**config.mk**
```make
export PLATFORM = sky130hd
export DESIGN_NAME = clap_sequencer_flat
export DESIGN_NICKNAME = d
export VERILOG_FILES = /design/src/rtl/clap_sequencer_if.sv /design/src/rtl/clap_sequencer.sv /design/src/flat_wrapper.sv
export SDC_FILE = /design/constraint.sdc
export NUM_CORES = 1
export LEC_CHECK = 0
export BUFFER_PORTS_ARGS = -buffer_cell sky130_fd_sc_hd__buf_4
export CAP_MARGIN = 15
export CORE_MARGIN = 1.5
export CORE_UTILIZATION = 33
export DETAILED_ROUTE_END_ITERATION = 12
export GPL_TIMING_DRIVEN = 0
export PLACE_DENSITY = 0.58
export SLEW_MARGIN = 20
export SYNTH_ARGS = -nofsm -noshare
export SYNTH_HDL_FRONTEND = slang
export SYNTH_SLANG_ARGS = --single-unit
```
**constraint.sdc**
```tcl
create_clock -name CLK -period 6.2 [get_ports CLK]
set_input_delay 0.62 -clock CLK [delete_from_list [all_inputs] [get_ports CLK]]
set_output_delay 0.62 -clock CLK [all_outputs]
set_load 0.05 [all_outputs]
```
**src/rtl/clap_sequencer_if.sv**
```systemverilog
// clap_sequencer_if: sound-sensor input and servo-stage outputs of the clap sequencer.
interface clap_sequencer_if;
    logic       MIC;
    logic       cont_aplausos;
    logic [1:0] lado;
    logic       clap_pulse;
    logic       busy;
    modport master (output MIC, input cont_aplausos, lado, clap_pulse, busy);
    modport slave  (input MIC, output cont_aplausos, lado, clap_pulse, busy);
endinterface

```
**src/rtl/clap_sequencer.sv**
```systemverilog
// clap_sequencer: qualifies claps from MIC, counts them in a window and commits servo enable/position.
// Optional inactivity auto-off is enabled by defining CLAP_AUTO_OFF_EN.
module clap_sequencer #(
    parameter int MIN_HIGH_CYC = 50_000,
    parameter int BLANK_CYC    = 5_000_000,
    parameter int WINDOW_CYC   = 50_000_000,
    parameter int AUTO_OFF_CYC = 500_000_000
) (
    input logic CLK,
    input logic RST_N,
    clap_sequencer_if.slave bus
);
    localparam int QW = $clog2(MIN_HIGH_CYC + 1);
    localparam int BW = $clog2(BLANK_CYC + 1);
    localparam int WW = $clog2(WINDOW_CYC + 1);
    localparam logic [QW-1:0] Q_LAST = QW'(MIN_HIGH_CYC - 1);
    localparam logic [BW-1:0] B_LAST = BW'(BLANK_CYC - 1);
    localparam logic [WW-1:0] W_LAST = WW'(WINDOW_CYC - 1);

    if (WINDOW_CYC <= BLANK_CYC + MIN_HIGH_CYC || AUTO_OFF_CYC < 1) begin : g_bad_cfg
        $error("clap_sequencer: WINDOW_CYC must exceed BLANK_CYC + MIN_HIGH_CYC");
    end

    typedef enum logic [2:0] {IDLE, QUALIFY, BLANK, WAIT, COMMIT} state_t;
    state_t state, state_nx;
    logic [1:0]    sync;
    logic [QW-1:0] qcnt;
    logic [BW-1:0] bcnt;
    logic [WW-1:0] wcnt;
    logic [2:0]    n;
    logic          mic_s, in_seq, expire, accept, timeout;

    assign mic_s  = sync[1];
    assign in_seq = state == QUALIFY || state == BLANK || state == WAIT;
    // Window expiry overrides any clap activity in the same cycle.
    assign expire = in_seq && n != 3'd0 && wcnt == W_LAST;
    assign accept = state == QUALIFY && mic_s && qcnt == Q_LAST && !expire;

    always_ff @(posedge CLK) begin
        if (!RST_N) state <= IDLE;
        else state <= state_nx;
    end

    always_comb begin
        state_nx = state;
        if (expire) state_nx = COMMIT;
        else case (state)
            IDLE, WAIT: state_nx = mic_s ? QUALIFY : state;
            QUALIFY:    state_nx = !mic_s ? (n == 3'd0 ? IDLE : WAIT) : (accept ? BLANK : QUALIFY);
            BLANK:      state_nx = bcnt == B_LAST ? WAIT : BLANK;
            default:    state_nx = IDLE;
        endcase
    end

    always_comb begin
        bus.busy       = state != IDLE;
        bus.clap_pulse = accept;
    end

`ifdef CLAP_AUTO_OFF_EN
    logic [28:0] ao_cnt;
    assign timeout = bus.cont_aplausos && ao_cnt == 29'(AUTO_OFF_CYC - 1);
    always_ff @(posedge CLK) begin
        if (!RST_N) ao_cnt <= '0;
        else ao_cnt <= accept ? '0 : (bus.cont_aplausos ? ao_cnt + 1'b1 : ao_cnt);
    end
`else
    assign timeout = 1'b0;
`endif

    always_ff @(posedge CLK) begin
        if (!RST_N) begin
            sync              <= '0;
            qcnt              <= '0;
            bcnt              <= '0;
            wcnt              <= '0;
            n                 <= '0;
            bus.cont_aplausos <= 1'b0;
            bus.lado          <= '0;
        end else begin
            sync <= {sync[0], bus.MIC};
            qcnt <= state == QUALIFY ? qcnt + 1'b1 : '0;
            bcnt <= state == BLANK ? bcnt + 1'b1 : '0;
            wcnt <= (accept || !in_seq) ? '0 : wcnt + 1'b1;
            n    <= state == COMMIT ? 3'd0 : ((accept && n != 3'd7) ? n + 3'd1 : n);
            // Five or more claps cancel: drop the enable, keep the last position.
            if (state == COMMIT) begin
                bus.cont_aplausos <= n <= 3'd4;
                if (n <= 3'd4) bus.lado <= n[1:0] - 2'd1;
            end else if (timeout) begin
                bus.cont_aplausos <= 1'b0;
            end
        end
    end
endmodule

```
**src/flat_wrapper.sv**
```systemverilog
// flat-port wrapper written by rule: the top's interface ports become plain ports
module clap_sequencer_flat 
#(
    parameter int MIN_HIGH_CYC = 50_000,
    parameter int BLANK_CYC    = 5_000_000,
    parameter int WINDOW_CYC   = 50_000_000,
    parameter int AUTO_OFF_CYC = 500_000_000
)
  (CLK, RST_N, bus_MIC, bus_cont_aplausos, bus_lado, bus_clap_pulse, bus_busy);
  clap_sequencer_if bus_i ();
  input logic CLK;
  input logic RST_N;
  input wire logic [$bits(bus_i.MIC)-1:0] bus_MIC;
  output wire logic [$bits(bus_i.cont_aplausos)-1:0] bus_cont_aplausos;
  output wire logic [$bits(bus_i.lado)-1:0] bus_lado;
  output wire logic [$bits(bus_i.clap_pulse)-1:0] bus_clap_pulse;
  output wire logic [$bits(bus_i.busy)-1:0] bus_busy;
  assign bus_i.MIC = bus_MIC;
  assign bus_cont_aplausos = bus_i.cont_aplausos;
  assign bus_lado = bus_i.lado;
  assign bus_clap_pulse = bus_i.clap_pulse;
  assign bus_busy = bus_i.busy;
  clap_sequencer #(.MIN_HIGH_CYC(MIN_HIGH_CYC), .BLANK_CYC(BLANK_CYC), .WINDOW_CYC(WINDOW_CYC), .AUTO_OFF_CYC(AUTO_OFF_CYC)) u_core (.CLK(CLK), .RST_N(RST_N), .bus(bus_i));
endmodule
```
==> flow_metrics.tcl <==
set metrics [dict create \
    rr_worst_depth 6 \
    clock_sinks 76 \
    p_sw_mw 0.193 \
    crit_buf_inv 3 \
    ys_ff_latch 76 \
    worst_path_max_delay_cell "nor4_1" \
    worstPathArrival_ns 2.48 \
    start_util_pct 34.3 \
    fp.dieW_um 104 \
    yosysTopAreaCell "dfxtp_1" \
    synthFlopType "dfxtp_1" \
    drive_above_1_share_pct 8.50 \
    post_cts_resized 0 \
    grt_pass1_wl_um 11300 \
    synth.distinct_cells 36 \
    layout.nets 416 \
    syn-num-nets 398 \
    worstSetupPathType "reg2out" \
    drt-pass1-iter-count 4 \
    tightestPinTransition_ns 0.748 \
    worst-r2r-setup-slack_ns 3.81 \
    gp_congestion 0.776 \
    setup_viol 0 \
    leakagePower_nw 1.22 \
    viasPerCell 4.81 \
    power_frac_seq_pct 54.8 \
    regToRegEndpoint "u_core.wcnt[20]$_SDFF_PP0_" \
    combPwrFrac_pct 1.0 \
    syn_area_per_cell_um2 8.66 \
    async_flop_share_pct 0 \
    crit_fanout 10 \
    hold_end "u_core.bcnt[0]$_SDFF_PN0_" \
    power_frac_clock_pct 44.2 \
    worstHoldPathCells 1 \
    rows 36 \
    portBuffers 7 \
    grt_setup_unrepaired "false" \
    grt.overflow.total 0 \
    pwr_density_cell_mw_per_mm2 235 \
    postCtsHoldBufs 0 \
    min_period_over_period_pct 50.0 \
    wl_per_cell_um 11.9 \
    synth_edf_count 0 \
    dieArea_mm2 0.0108 \
    fin_setup_tns_ns 0 \
    drtIter0Drc 74 \
    first_global_vias 2494 \
    num_vias 2622 \
    synthTopCellsByArea "dfxtp_1 45%, xor2_1 9.6%, nor2_1 8.1%" \
    ir_drop_v 0.000113 \
    antenna_cells 0 \
    p_int_mw 0.701 \
    grtUsageTotal_pct 12.9 \
    crit_chain "and3_1 -> clkbuf_1 -> nand3_1 -> nor4_1 -> clkbuf_1 -> nor2_1 -> buf_4" \
    fill_cells 1027 \
    crit_top_cell "clkbuf_1" \
    worstSetupStartpointType "register" \
    clock_latency_ns 0.36 \
    core_area_mm2 0.00982 \
    cts_buffer_depth 2 \
    die_h_um 104 \
    synth_top_area_share_pct 45.2 \
    ys_warn_count 0 \
    netlist_area_mm2 0.00337 \
    relSlewSlack_pct 49.7 \
    slowest_delay_ns 0.47 \
    max_freq_mhz 322 \
    antenna_found_initial 0 \
    dp_hpwl_um 4480 \
    final_antenna_net_count 0 \
    ios 8 \
    timing.hold.ws_ns 0.442 \
    cts_setup_buffers 0 \
    regToRegStartpoint "u_core.state[2]$_SDFFE_PN0P_" \
    ys_seq_area_share_pct 45.2 \
    path_clk_slew_ns 0.09 \
    cts_root_buf "clkbuf_8" \
    synthToLayoutAreaGrowth_pct 13.1 \
    hold_class "reg2reg" \
    grt_max_degree 14 \
    swShare_pct 21.6 \
    cts_buffers 9 \
    htree_levels 3 \
    hp-start "u_core.bcnt[0]$_SDFF_PN0_" \
    route.detailed.drc 0 \
    postSynthCellCount 389 \
    min_period_ns 3.10 \
    hold_viol_final 0 \
    endpoint_kind "output pin" \
    crit_required_ns 5.58 \
    status "complete, no violations" \
    finalMaxSlewViolations 0 \
    cts_tree "yes" \
    crit_family "simple AND/OR/NAND/NOR gates" \
    routed_wl_um 6490 \
    finalClockSkew_ns 0.0181 \
    cap_violations 0 \
]
==> layout make-up <==
cell class	instances	area, um2	area share (%)
Buffer	11	58.8	1.54
Clock buffer	11	151	3.98
Clock inverter	5	58.8	1.54
Inverter	11	41.3	1.08
Multi-Input combinational cell	291	1760	46.2
Sequential cell	76	1520	39.9
Tap cell	133	166	4.37
Timing Repair Buffer	7	52.6	1.38
==> state kept, by name, indices dropped and copies added, names as in the netlist <==
name	count
u_core.n	3
u_core.state	3
u_core.wcnt	26
u_core.bus.cont_aplausos	1
u_core.bus.lado	2
u_core.sync	2
u_core.qcnt	16
u_core.bcnt	23
==> layer usage <==
| metal | track usage [%] | routed length [um] | part of all wire (%) | up-vias |
|---|---|---|---|---|
| met3 | 2.69 | 132 | 2.0 | 6 |
| met2 | 20.2 | 3000 | 46 | 26 |
| li1 | - | - | - | 1362 |
| met1 | 16.3 | 3270 | 50 | 1228 |
| met4 | 7.44 | 88 | 1.4 | 0 |
| met5 | 0 | 0 | 0 | - |
==> cell families (layout without fill, tap and decap cells) <==
family / after synthesis / in the layout / share of synthesized area [%]
AND/OR/NAND/NOR: 205 / 205 / 30.8
flip-flops: 76 / 76 / 45.2
XOR/XNOR: 53 / 53 / 13.8
AO/OA/AOI/OAI: 27 / 27 / 5.02
buffers and inverters: 22 / 45 / 2.97
adder cells (fa/ha/maj): 6 / 6 / 2.23
==> synth_stat cells, types with 7 or more instances <==
library cell and instances:
dfxtp_1 76, nor2_1 73, xor2_1 37, nand3_1 34
nand2_1 24, xnor2_1 16, nand4_1 13, a21oi_1 11
inv_1 11, and3_1 8, nor4_1 8, o21ai_0 8
clkbuf_1 7, or3_1 7
==> through the flow <==
| step | utilization (%) | instances | setup slack (ns) | power (mW) | cell area [um2] |
|---|---|---|---|---|---|
| after detailed placement | 36.6 | 529 | 3.53 | 0.510 | 3600 |
| after global placement | 36.5 | 529 | 3.55 | 0.510 | 3590 |
| after floorplan | - | 389 | 3.46 | 0.506 | 3370 |
| after global routing | 38.8 | 545 | 2.92 | 0.928 | 3810 |
| final | 38.8 | 545 | 3.10 | 0.893 | 3810 |
| after CTS | 38.8 | 545 | 3.11 | 0.906 | 3810 |
==> placed cells by master (no fill, tap or decap), types with 5 or more instances in the layout <==
master    count
nor4b_1       5
or3_1         7
dfxtp_1      76
nand4_1      13
clkbuf_1      7
nor3_1        5
o21ai_0       8
ha_1          6
and2_1        6
nor4_1        6
and3_1        8
a21oi_1      11
nand2_1      24
and4_1        6
xor2_1       37
buf_4         7
nor2_1       73
nand3_1      34
clkbuf_8     11
xnor2_1      16
inv_1        11
==> worst max-delay path by stage <==
stage                                            start              to  slack [ns]  depth (start not counted)
after floorplan           u_core.state[2]$_SDFFE_PN0P_  bus_clap_pulse        3.46                          4
after global placement       u_core.wcnt[0]$_SDFF_PP0_  bus_clap_pulse        3.55                          6
after detailed placement     u_core.wcnt[0]$_SDFF_PP0_  bus_clap_pulse        3.53                          6
after CTS                   u_core.wcnt[12]$_SDFF_PP0_  bus_clap_pulse        3.11                          7
after global routing         u_core.wcnt[0]$_SDFF_PP0_  bus_clap_pulse        2.92                          6
final                       u_core.wcnt[12]$_SDFF_PP0_  bus_clap_pulse        3.10                          7
==> power groups by stage <==
stage | logic (mW) | clock network [mW] | registers (mW)
floorplan | 0.00567 | 0 | 0.501
global route | 0.00986 | 0.429 | 0.489
finish | 0.00868 | 0.395 | 0.489
CTS | 0.00890 | 0.408 | 0.489
global placement | 0.00886 | 0 | 0.501
detailed placement | 0.00888 | 0 | 0.501
(Power assumes the default switching activity.)
